==> config.mk <==
export PLATFORM = sky130hd
export DESIGN_NAME = cpcs_rx_link_ctrl
export DESIGN_NICKNAME = d
export VERILOG_FILES = /design/src/rtl/cpcs_rx_link_ctrl.sv
export SDC_FILE = /design/constraint.sdc
export NUM_CORES = 1
export LEC_CHECK = 0
export BUFFER_PORTS_ARGS = -buffer_cell sky130_fd_sc_hd__buf_2
export CORE_ASPECT_RATIO = 1.75
export CORE_UTILIZATION = 33
export CTS_BUF_LIST = sky130_fd_sc_hd__clkbuf_16
export CTS_CLUSTER_SIZE = 8
export DETAILED_ROUTE_END_ITERATION = 16
export GPL_ROUTABILITY_DRIVEN = 0
export GPL_TIMING_DRIVEN = 0
export MAX_ROUTING_LAYER = met4
export PLACE_DENSITY_LB_ADDON = 0.05
export SKIP_CTS_REPAIR_TIMING = 1
export SLEW_MARGIN = 30
export SYNTH_ARGS = -nofsm -noshare
export SYNTH_HDL_FRONTEND = slang
export SYNTH_SLANG_ARGS = --single-unit
==> constraint.sdc <==
create_clock -name EPCS_RxCLK -period 2.41 [get_ports EPCS_RxCLK]
set_clock_uncertainty 0.1 [all_clocks]
set_input_delay 0.241 -clock EPCS_RxCLK [delete_from_list [all_inputs] [get_ports EPCS_RxCLK]]
set_output_delay 0.241 -clock EPCS_RxCLK [all_outputs]
set_load 0.02 [all_outputs]
==> src/rtl/cpcs_rx_link_ctrl.sv <==
// Receive-lane bring-up/recovery sequencer: qualifies EPCS_RxVAL, pulses WA_RSTn, waits for lock with retries.
// Optional link statistics (LINK_LOSS_CNT, LOCK_LAT) are built when CPCS_LINK_STATS_EN is defined.
module cpcs_rx_link_ctrl #(
  parameter int VAL_STABLE_CYC = 64,
  parameter int WA_RST_CYC     = 8,
  parameter int LOCK_CONFIRM   = 16,
  parameter int LOCK_TIMEOUT   = 1024,
  parameter int MAX_RETRY      = 7,
  parameter int CNT_W          = 16
) (
  input  logic             EPCS_RxCLK,
  input  logic             EPCS_RxRSTn,
  input  logic             EPCS_RxVAL,
  input  logic             ALIGNED,
  input  logic             ALIGN_ERR,
  input  logic             FORCE_REALIGN,
  output logic             WA_RSTn,
  output logic             PCS_RX_EN,
  output logic             LINK_UP,
  output logic             LINK_FAIL,
  output logic [2:0]       RETRY_CNT,
  output logic [2:0]       STATE
`ifdef CPCS_LINK_STATS_EN
  ,
  output logic [15:0]      LINK_LOSS_CNT,
  output logic [CNT_W-1:0] LOCK_LAT
`endif
);

  typedef enum logic [2:0] {
    S_WAIT_VAL  = 3'd1,
    S_WA_RST    = 3'd2,
    S_WAIT_LOCK = 3'd3,
    S_LINK      = 3'd4,
    S_FAIL      = 3'd5
  } state_t;

  localparam logic [CNT_W-1:0] VAL_LAST   = CNT_W'(VAL_STABLE_CYC - 1);
  localparam logic [CNT_W-1:0] WA_LAST    = CNT_W'(WA_RST_CYC - 1);
  localparam logic [CNT_W-1:0] LOCK_LAST  = CNT_W'(LOCK_CONFIRM - 1);
  localparam logic [CNT_W-1:0] TO_LAST    = CNT_W'(LOCK_TIMEOUT - 1);
  localparam logic [2:0]       RETRY_MAX  = 3'(MAX_RETRY);
  localparam logic [2:0]       RETRY_LAST = 3'(MAX_RETRY - 1);

  state_t           state, nxt_state;
  logic [CNT_W-1:0] cnt, nxt_cnt;
  logic [CNT_W-1:0] lock_cnt, nxt_lock;
  logic [2:0]       retry_cnt, nxt_retry;
  logic             lock_hit;

  assign STATE     = state;
  assign RETRY_CNT = retry_cnt;
  assign lock_hit  = ALIGNED && !ALIGN_ERR && (lock_cnt == LOCK_LAST);

  // Next-state and counter computation; valid-loss outranks realign requests, which outrank per-state rules.
  always_comb begin
    nxt_state = state;
    nxt_cnt   = cnt;
    nxt_lock  = lock_cnt;
    nxt_retry = retry_cnt;
    if ((state != S_FAIL) && !EPCS_RxVAL) begin
      nxt_state = S_WAIT_VAL;
      nxt_cnt   = '0;
      nxt_lock  = '0;
    end else if (FORCE_REALIGN) begin
      nxt_state = EPCS_RxVAL ? S_WA_RST : S_WAIT_VAL;
      nxt_cnt   = '0;
      nxt_lock  = '0;
      nxt_retry = 3'd0;
    end else begin
      case (state)
        S_WAIT_VAL: begin
          if (cnt == VAL_LAST) begin
            nxt_state = S_WA_RST;
            nxt_cnt   = '0;
          end else begin
            nxt_cnt = cnt + CNT_W'(1);
          end
        end
        S_WA_RST: begin
          if (cnt == WA_LAST) begin
            nxt_state = S_WAIT_LOCK;
            nxt_cnt   = '0;
            nxt_lock  = '0;
          end else begin
            nxt_cnt = cnt + CNT_W'(1);
          end
        end
        S_WAIT_LOCK: begin
          nxt_cnt = cnt + CNT_W'(1);
          if (ALIGNED && !ALIGN_ERR) begin
            nxt_lock = lock_cnt + CNT_W'(1);
          end else begin
            nxt_lock = '0;
          end
          // Lock is checked first so a lock on the final timeout cycle still succeeds.
          if (lock_hit) begin
            nxt_state = S_LINK;
            nxt_cnt   = '0;
            nxt_lock  = '0;
            nxt_retry = 3'd0;
          end else if (cnt == TO_LAST) begin
            nxt_cnt  = '0;
            nxt_lock = '0;
            if (retry_cnt >= RETRY_LAST) begin
              nxt_state = S_FAIL;
              nxt_retry = RETRY_MAX;
            end else begin
              nxt_state = S_WA_RST;
              nxt_retry = retry_cnt + 3'd1;
            end
          end else begin
            nxt_state = S_WAIT_LOCK;
          end
        end
        S_LINK: begin
          if (ALIGN_ERR || !ALIGNED) begin
            nxt_state = S_WA_RST;
            nxt_cnt   = '0;
            nxt_lock  = '0;
          end else begin
            nxt_state = S_LINK;
          end
        end
        S_FAIL: begin
          nxt_state = S_FAIL;
        end
        default: begin
          nxt_state = S_WAIT_VAL;
          nxt_cnt   = '0;
          nxt_lock  = '0;
        end
      endcase
    end
  end

  // State, counters and outputs; outputs are decoded from the next state so they move with it.
  always_ff @(posedge EPCS_RxCLK or negedge EPCS_RxRSTn) begin
    if (!EPCS_RxRSTn) begin
      state         <= S_WAIT_VAL;
      cnt           <= '0;
      lock_cnt      <= '0;
      retry_cnt     <= 3'd0;
      WA_RSTn       <= 1'b0;
      PCS_RX_EN     <= 1'b0;
      LINK_UP       <= 1'b0;
      LINK_FAIL     <= 1'b0;
`ifdef CPCS_LINK_STATS_EN
      LINK_LOSS_CNT <= 16'd0;
      LOCK_LAT      <= '0;
`endif
    end else begin
      state     <= nxt_state;
      cnt       <= nxt_cnt;
      lock_cnt  <= nxt_lock;
      retry_cnt <= nxt_retry;
      WA_RSTn   <= (nxt_state == S_WAIT_LOCK) || (nxt_state == S_LINK);
      PCS_RX_EN <= (nxt_state == S_LINK);
      LINK_UP   <= (nxt_state == S_LINK);
      LINK_FAIL <= (nxt_state == S_FAIL);
`ifdef CPCS_LINK_STATS_EN
      if ((state == S_LINK) && (nxt_state != S_LINK) && (LINK_LOSS_CNT != 16'hFFFF)) begin
        LINK_LOSS_CNT <= LINK_LOSS_CNT + 16'd1;
      end else begin
        LINK_LOSS_CNT <= LINK_LOSS_CNT;
      end
      if ((state == S_WAIT_LOCK) && (nxt_state == S_LINK)) begin
        LOCK_LAT <= cnt;
      end else begin
        LOCK_LAT <= LOCK_LAT;
      end
`endif
    end
  end

endmodule

==> results_dict.tcl, run 1 <==
set metrics [dict create \
    ys_ff_latch 41 \
    use_met2_pct 32.6 \
    async_reset_ff_share_pct 100 \
    nNetsFinal 306 \
    period_share_pct 108 \
    max_cap_viol_count 0 \
    core_um2 6810 \
    synthesis.area_um2 2310 \
    io-pin-count 16 \
    syn_nets 263 \
    fmax_mhz 385 \
    tritoncts "done" \
    die_h_um 113 \
    status "finished with violations" \
    postLayoutSetupSlackWorst_ps -191 \
    grt_pass1_wl_mm 9.26 \
    end_kind "register" \
    initial_core_util_pct 34.0 \
    ant_nets 0 \
    finalHoldViolCount 0 \
    cp_slowest_cell "or4_4" \
    busiest_layer "met2" \
    synth-main-ff-cell "dfrtp_1" \
    relSlewSlack_pct 52.9 \
    layout.cells.non_filler 380 \
    routed_wl_mm 6.16 \
    drive_gt1_share_pct 29.7 \
    cp_top_family "simple AND/OR/NAND/NOR gates" \
    clockBufferDepth 2 \
    track_usage_pct 17.6 \
    fillerInstances 707 \
    firstDrtPassIters 4 \
    place_ws_ps -314 \
    area.growth.synth_to_final_pct 29.9 \
    fin_setup_tns_ps -4390 \
    viasPerCell 5.22 \
    grtUsageMet1_pct 15.5 \
    synth_cell_types 49 \
    cts_buffers 5 \
    final-setup-viol-count 37 \
    drc 0 \
    htreeDepth 2 \
    worstSetupStartpointType "register" \
    wl_per_cell_um 16.2 \
    final_cell_mix "nor2_1 (39), dfrtp_1 (38), nand2_1 (16), buf_4 (16), buf_2 (14)" \
    cpPeakStageDelay_ps 600 \
    synth-edff-count 0 \
    worstMarginPinSlew_ps 702 \
    clock_latency_ps 290 \
    dpl-instance-area_um2 2510 \
    via_count 1985 \
    maxSlewViolCount 0 \
    syn_avg_cell_area_um2 9.19 \
    layout_commonest_cell "nor2_1" \
    cts_root_buf "clkbuf_16" \
    min_period_ps 2600 \
    rsz0062_at_grt "true" \
    ys_seq_area_share_pct 44.4 \
    cts.sinks 41 \
    violations "setup timing" \
    peakVddDrop_uv 346 \
    clkTransAtPathRegs_ps 60 \
    power_density_nw_per_um2 536 \
    crit_buf_inv 1 \
    dieArea_um2 7370 \
    num_rows 40 \
    path_cells "ha_4 -> or3b_4 -> or4_4 -> inv_4 -> a21o_1 -> a31oi_2 -> or2_4 -> and2_1" \
    dp.cells 351 \
    grt_overflow_total 0 \
    grt_max_degree 42 \
    antenna_cells 0 \
    path_class "register to register" \
    min-delay-path-class "primary input to register" \
    critPathRequiredTime_ps 2490 \
    final_area_um2 3010 \
    cp.arrival_ps 2680 \
    drt_iter0_drc 57 \
    grt_util_met3_pct 3.43 \
    antenna_found_initial 0 \
    grt_pass1_vias 1942 \
    leakagePower_nw 1.28 \
    synthCells 252 \
    yosysWarningCount 0 \
    die_w_um 65.3 \
    cp_max_fo 5 \
    place_hpwl_mm 4.39 \
    portBuffers 15 \
]
## through the flow
step	hold slack [ps]	power (mW)	util (%)
finish	194	1.61	44.2
global route	211	1.68	44.2
CTS	-143	1.58	39.0
detailed placement	170	0.919	36.9
global placement	361	0.917	36.9
floorplan	-155	0.849	-
## flip-flops by register name, indices dropped and copies added (netlist names)
| name | flops |
|---|---|
| cnt | 16 |
| STATE | 3 |
| LINK_UP | 1 |
| RETRY_CNT | 3 |
| lock_cnt | 16 |
| WA_RSTn | 1 |
| LINK_FAIL | 1 |
## worst paths after layout
kind                            depth (start not counted)         from  slack [ps]           end
worst min-delay path                                    3   EPCS_RxVAL         190      STATE[1]
min in group asynchronous                               2  EPCS_RxRSTn         380  RETRY_CNT[1]
worst max-delay path                                    8       cnt[0]        -190     LINK_FAIL
worst max register to register                          8       cnt[0]        -190     LINK_FAIL
max in group asynchronous                               2  EPCS_RxRSTn        1450        cnt[0]
worst min register to register                          1      cnt[14]         420       cnt[14]
## synthesized netlist by cell type (4+ instances only)
master,n,area share [%]
nand2_1,17,2.8
a21oi_1,14,3.0
a31oi_1,7,1.9
nand4_1,7,1.9
dfrtp_1,40,43
xor2_1,11,4.2
ha_1,5,2.7
nor2_1,43,7.0
nor4_1,4,1.1
nand3_1,14,3.0
inv_1,7,1.1
xnor2_1,7,2.6
o21ai_0,12,2.6
nor2b_1,5,1.4
## per-layer routing
metal	wire length [µm]	up-vias
li1	-	991
met1	2200	956
met2	3570	20
met3	113	18
met4	277	0
met5	0	-
## worst register-to-register path, stage by stage, from the launching register on
cell,delay (ps)
dfrtp_2,420
ha_4,180
or3b_4,420
or4_4,600
inv_4,100
a21o_1,140
a31oi_2,110
or2_4,290
and2_1,140
## report_power, final
part           switching (mW)  leakage, nW  internal (mW)  total (mW)
registers              0.0238        0.562          0.707       0.731
clock network           0.272       0.0748          0.376       0.648
logic                   0.133        0.642         0.0991       0.232
total                   0.429         1.28           1.18        1.61
## cell families (layout without fill, tap and decap cells)
| family | Yosys count | in the layout | share of synthesized area, % |
|---|---|---|---|
| flops | 41 | 41 | 44.4 |
| simple gates | 119 | 120 | 26.8 |
| xor+xnor | 18 | 18 | 6.81 |
| mux | 4 | 4 | 1.78 |
| compound gates | 54 | 54 | 15.1 |
| fa+ha+maj | 5 | 5 | 2.70 |
| buf+inv | 11 | 54 | 2.38 |
## layout make-up
type                            instances  area, µm²  share of cell area, %
Multi-Input combinational cell        201       1410                   47.0
Buffer                                  4       41.3                   1.37
Sequential cell                        41       1030                   34.2
Inverter                                7       28.8                  0.957
Clock buffer                            5        125                   4.16
Timing Repair Buffer                   35        249                   8.28
Tap cell                               84        105                   3.50
Clock inverter                          3       13.8                  0.458
No activity file was read; power rests on OpenSTA's default activity.
==> run 2: changes to the inputs <==
--- a/config.mk
+++ b/config.mk
@@ -13,7 +13,6 @@
 export DETAILED_ROUTE_END_ITERATION = 16
 export GPL_ROUTABILITY_DRIVEN = 0
 export GPL_TIMING_DRIVEN = 0
-export MAX_ROUTING_LAYER = met4
 export PLACE_DENSITY_LB_ADDON = 0.05
 export SKIP_CTS_REPAIR_TIMING = 1
 export SLEW_MARGIN = 30
==> results_dict.tcl, run 2 (synthesis gave the netlist of run 1 again) <==
set metrics [dict create \
    status "finished with violations" \
    violations "setup timing" \
    clock_latency_ps 290 \
    grt_pass1_wl_mm 9.26 \
    clkTransAtPathRegs_ps 60 \
    firstDrtPassIters 4 \
    grt_max_degree 42 \
    worstSetupStartpointType "register" \
    ant_nets 0 \
    peakVddDrop_uv 345 \
    critPathRequiredTime_ps 2490 \
    r2r-start "cnt[0]" \
    via_count 1994 \
    drt_iter0_drc 41 \
    reg2reg_to "LINK_FAIL" \
    portBuffers 15 \
    initial_core_util_pct 34.0 \
    place_hpwl_mm 4.39 \
    antenna_found_initial 0 \
    utilization_pct 44.0 \
    layout_commonest_cell "nor2_1" \
    postLayoutSetupSlackWorst_ps -190 \
    relSlewSlack_pct 52.7 \
    cts_root_buf "clkbuf_16" \
    cts.sinks 41 \
    grt_overflow_total 0 \
    power_density_nw_per_um2 536 \
    maxSlewViolCount 0 \
    wl_per_cell_um 16.2 \
    track_usage_pct 17.1 \
    min-delay-path-class "primary input to register" \
    critPathLaunch "cnt[0]" \
    tritoncts "done" \
    cp.arrival_ps 2680 \
    clockBufferDepth 2 \
    end_kind "register" \
    area.growth.synth_to_final_pct 29.3 \
    cp-endpoint "LINK_FAIL" \
    period_share_pct 108 \
    fmax_mhz 385 \
    leakagePower_nw 1.28 \
    drc 0 \
    drive_gt1_share_pct 28.4 \
    max_cap_viol_count 0 \
    die_w_um 65.3 \
    rsz0062_at_grt "true" \
    routed_wl_mm 6.16 \
    dieArea_um2 7370 \
    cp_max_fo 5 \
    ff2ff_path_depth 8 \
    core_um2 6810 \
    num_rows 40 \
    cp_slowest_cell "or4_4" \
    rrSetupSlack_ps -190 \
    io-pin-count 16 \
    antenna_cells 0 \
    htreeDepth 2 \
    cpPeakStageDelay_ps 600 \
    viasPerCell 5.25 \
    hold_depth 3 \
    die_h_um 113 \
    place_ws_ps -314 \
    top_regs "cnt x16, lock_cnt x16" \
    power.total_mw 1.61 \
    path_class "register to register" \
    nNetsFinal 306 \
    fin_setup_tns_ps -4230 \
    final-setup-viol-count 37 \
    grt_pass1_vias 1943 \
    finalHoldViolCount 0 \
    worstMarginPinSlew_ps 705 \
    final_cell_mix "nor2_1 (39), dfrtp_1 (38), nand2_1 (17)" \
    min_period_ps 2600 \
    path_cells "ha_4 -> or3b_4 -> or4_4 -> inv_4 -> a21o_1 -> a31oi_2 -> or2_4 -> and2_1" \
    cts_buffers 5 \
]
[run 2: cell counts in the layout (fill, tap and decap cells not counted)]
No cell type changed its count.
[run 2: metal layers]
metal	routed length, µm	GRT usage, %	vias up
met5	0	0	-
met4	280	11.4	0
met3	118	3.43	17
met2	3570	32.6	23
met1	2180	15.5	964
li1	-	-	990
[run 2: worst min path at each step]
stage | from | end | slack (ps)
2_1_floorplan | EPCS_RxRSTn | LINK_FAIL | -150
5_1_grt | EPCS_RxVAL | STATE[1] | 210
4_1_cts | EPCS_RxRSTn | RETRY_CNT[1] | -140
6_report | EPCS_RxVAL | STATE[1] | 190
3_5_place_dp | EPCS_RxRSTn | lock_cnt[0] | 170
3_3_place_gp | EPCS_RxRSTn | lock_cnt[13] | 360
[run 2: through the flow]
step | std cells | area [µm²] | hold WS [ps]
2_1_floorplan | 252 | 2330 | -155
3_3_place_gp | 351 | 2510 | 361
3_5_place_dp | 351 | 2510 | 170
4_1_cts | 359 | 2650 | -143
5_1_grt | 380 | 2990 | 211
6_report | 380 | 2990 | 192
[run 2: power by group]
group	internal [mW]	switching (mW)	leakage (nW)
Sequential	0.707	0.0231	0.562
Combinational	0.0970	0.131	0.639
Clock	0.376	0.271	0.0748
Total	1.18	0.425	1.28
[run 2: worst max-delay path: cells and delay by family, from the launching register on]
family / cells / cell delay [ps]
adders and majority gates: 1 / 180
and+or+nand+nor: 4 / 1450
DFF: 1 / 420
AOI/OAI and AO/OA: 2 / 250
buffers and inverters: 1 / 100
[run 2: final cells by class]
type	instances	area, µm²
multi-input combinational	201	1400
inverter	7	28.8
clock inverter	3	13.8
clock buffer	5	125
tap	84	105
buffer	4	41.3
sequential	41	1030
timing repair buffer	35	249
fill	710	3810
==> run 3: changes to the inputs <==
--- a/config.mk
+++ b/config.mk
@@ -6,9 +6,10 @@
 export NUM_CORES = 1
 export LEC_CHECK = 0
 export BUFFER_PORTS_ARGS = -buffer_cell sky130_fd_sc_hd__buf_2
+export CELL_PAD_IN_SITES_DETAIL_PLACEMENT = 0
+export CELL_PAD_IN_SITES_GLOBAL_PLACEMENT = 2
 export CORE_ASPECT_RATIO = 1.75
 export CORE_UTILIZATION = 33
-export CTS_BUF_LIST = sky130_fd_sc_hd__clkbuf_16
 export CTS_CLUSTER_SIZE = 8
 export DETAILED_ROUTE_END_ITERATION = 16
 export GPL_ROUTABILITY_DRIVEN = 0
==> constraint.sdc (replaced) <==
create_clock -name EPCS_RxCLK -period 2.41 [get_ports EPCS_RxCLK]
set_clock_uncertainty 0.1 [all_clocks]
set_input_delay 0.3615 -clock EPCS_RxCLK [delete_from_list [all_inputs] [get_ports EPCS_RxCLK]]
set_output_delay 0.3615 -clock EPCS_RxCLK [all_outputs]
set_load 0.02 [all_outputs]
==> results_dict.tcl, run 3 (synthesis gave the netlist of run 1 again) <==
set metrics [dict create \
    die_h_um 113 \
    drive_gt1_share_pct 35.8 \
    critPathRequiredTime_ps 2490 \
    seqPwrFrac_pct 41.1 \
    place_ws_ps -344 \
    finalHoldViolCount 40 \
    final-setup-viol-count 36 \
    status "finished with violations" \
    relSlewSlack_pct 52.0 \
    cp_top_family "simple AND/OR/NAND/NOR gates" \
    maxSlewViolCount 0 \
    cp.arrival_ps 2700 \
    critPathLaunch "cnt[0]" \
    final_area_um2 3160 \
    cts_buffers 5 \
    cpPeakStageDelay_ps 620 \
    p_switching_mw 0.445 \
    cts_root_buf "clkbuf_16" \
    routed_wl_mm 6.68 \
    portBuffers 15 \
    violations "hold timing, setup timing" \
    clkTransAtPathRegs_ps 60 \
    ant_nets 0 \
    fin_setup_tns_ps -4640 \
    clockBufferDepth 2 \
    layout_commonest_cell "dfrtp_1" \
    cp_slowest_cell "or4_4" \
    antenna_cells 0 \
    cp_max_fo 4 \
    r2r-start "cnt[0]" \
    hold_ws_ps -41.0 \
    sw_frac_of_total_pct 25.0 \
    postLayoutSetupSlackWorst_ps -215 \
    initial_core_util_pct 34.0 \
    end_kind "register" \
    min-delay-path-class "primary input to asynchronous set/reset pin" \
    regArea_um2 1030 \
    die_w_um 65.3 \
    combPwrFrac_pct 14.3 \
    place_hpwl_mm 4.59 \
    power_density_nw_per_um2 564 \
    period_share_pct 109 \
    firstDrtPassIters 4 \
    path_class "register to register" \
    drt_iter0_drc 65 \
    wl_per_cell_um 17.3 \
    grt_pass1_wl_mm 10.1 \
    p_int_mw 1.33 \
    htreeDepth 2 \
    rsz0062_at_grt "true" \
    worstMarginPinSlew_ps 715 \
    fmax_mhz 381 \
    worstSetupStartpointType "register" \
    tritoncts "done" \
    grt_pass1_vias 1983 \
    crit_buf_inv 1 \
    nNetsFinal 312 \
    area.growth.synth_to_final_pct 36.4 \
    clock_latency_ps 290 \
    fillerInstances 688 \
    peakVddDrop_uv 495 \
    cts.sinks 41 \
    antenna_found_initial 0 \
    core_um2 6810 \
    dpl-instance-area_um2 2510 \
    multi_input_area_um2 1470 \
    leakagePower_nw 1.34 \
    final_cell_mix "dfrtp_1 (38), nor2_1 (33), buf_4 (23)" \
    track_usage_pct 18.7 \
    max_cap_viol_count 0 \
    p_clk_share_pct 44.6 \
    drc 0 \
    io-pin-count 16 \
    via_count 2030 \
    path_cells "ha_4 -> or3b_4 -> or4_4 -> inv_6 -> a21o_1 -> a31oi_4 -> or2_4 -> and2_1" \
    top_regs "cnt x16, lock_cnt x16" \
    viasPerCell 5.26 \
    num_rows 40 \
    grt_max_degree 42 \
    min_period_ps 2630 \
    dieArea_um2 7370 \
    grt_overflow_total 0 \
]
[run 3: final cells by class]
class                   count  area share [%]
multi-input cells         201            46.5
flip-flops and latches     41            32.6
repair buffers             41            9.67
clock buffers               7            4.52
well taps                  84            3.33
plain buffers               4            1.43
inverters                   7           0.991
clock inverters             1           0.951
[run 3: stage by stage]
| stage | total power, mW | instances | util, % |
|---|---|---|---|
| after global placement | 0.919 | 351 | 36.9 |
| after CTS | 1.73 | 359 | 39.4 |
| after detailed placement | 0.921 | 351 | 36.9 |
| final | 1.78 | 386 | 46.4 |
| after global routing | 1.87 | 386 | 46.4 |
| after floorplan | 0.849 | 252 | - |
[run 3: worst paths after layout]
path | depth (start not counted) | slack [ps] | end
worst min register to register | 1 | 400 | lock_cnt[0]
worst max-delay path | 8 | -220 | LINK_FAIL
max in group asynchronous | 1 | 1840 | cnt[8]
worst max register to register | 8 | -220 | LINK_FAIL
min in group EPCS_RxCLK | 3 | 340 | STATE[1]
worst min-delay path | 1 | -40 | lock_cnt[8]
[run 3: layer usage]
| layer | routed length, µm | GRT usage, % | vias up |
|---|---|---|---|
| met4 | 229 | 10.6 | 0 |
| met2 | 3950 | 34.8 | 22 |
| met5 | 0 | 0 | - |
| li1 | - | - | 1004 |
| met1 | 2360 | 18.6 | 991 |
| met3 | 137 | 3.43 | 13 |
[run 3: worst reg2reg max path: stages, from the launching register on]
cell and delay [ps]:
dfrtp_2 410, ha_4 170, or3b_4 420, or4_4 620, inv_6 110, a21o_1 160, a31oi_4 100, or2_4 290
and2_1 130
[run 3: power by group through the flow]
stage | logic, mW | registers (mW) | clock network (mW)
final | 0.255 | 0.732 | 0.793
after global routing | 0.281 | 0.735 | 0.854
after CTS | 0.178 | 0.731 | 0.820
after detailed placement | 0.178 | 0.743 | 0
after global placement | 0.176 | 0.743 | 0
after floorplan | 0.0913 | 0.758 | 0
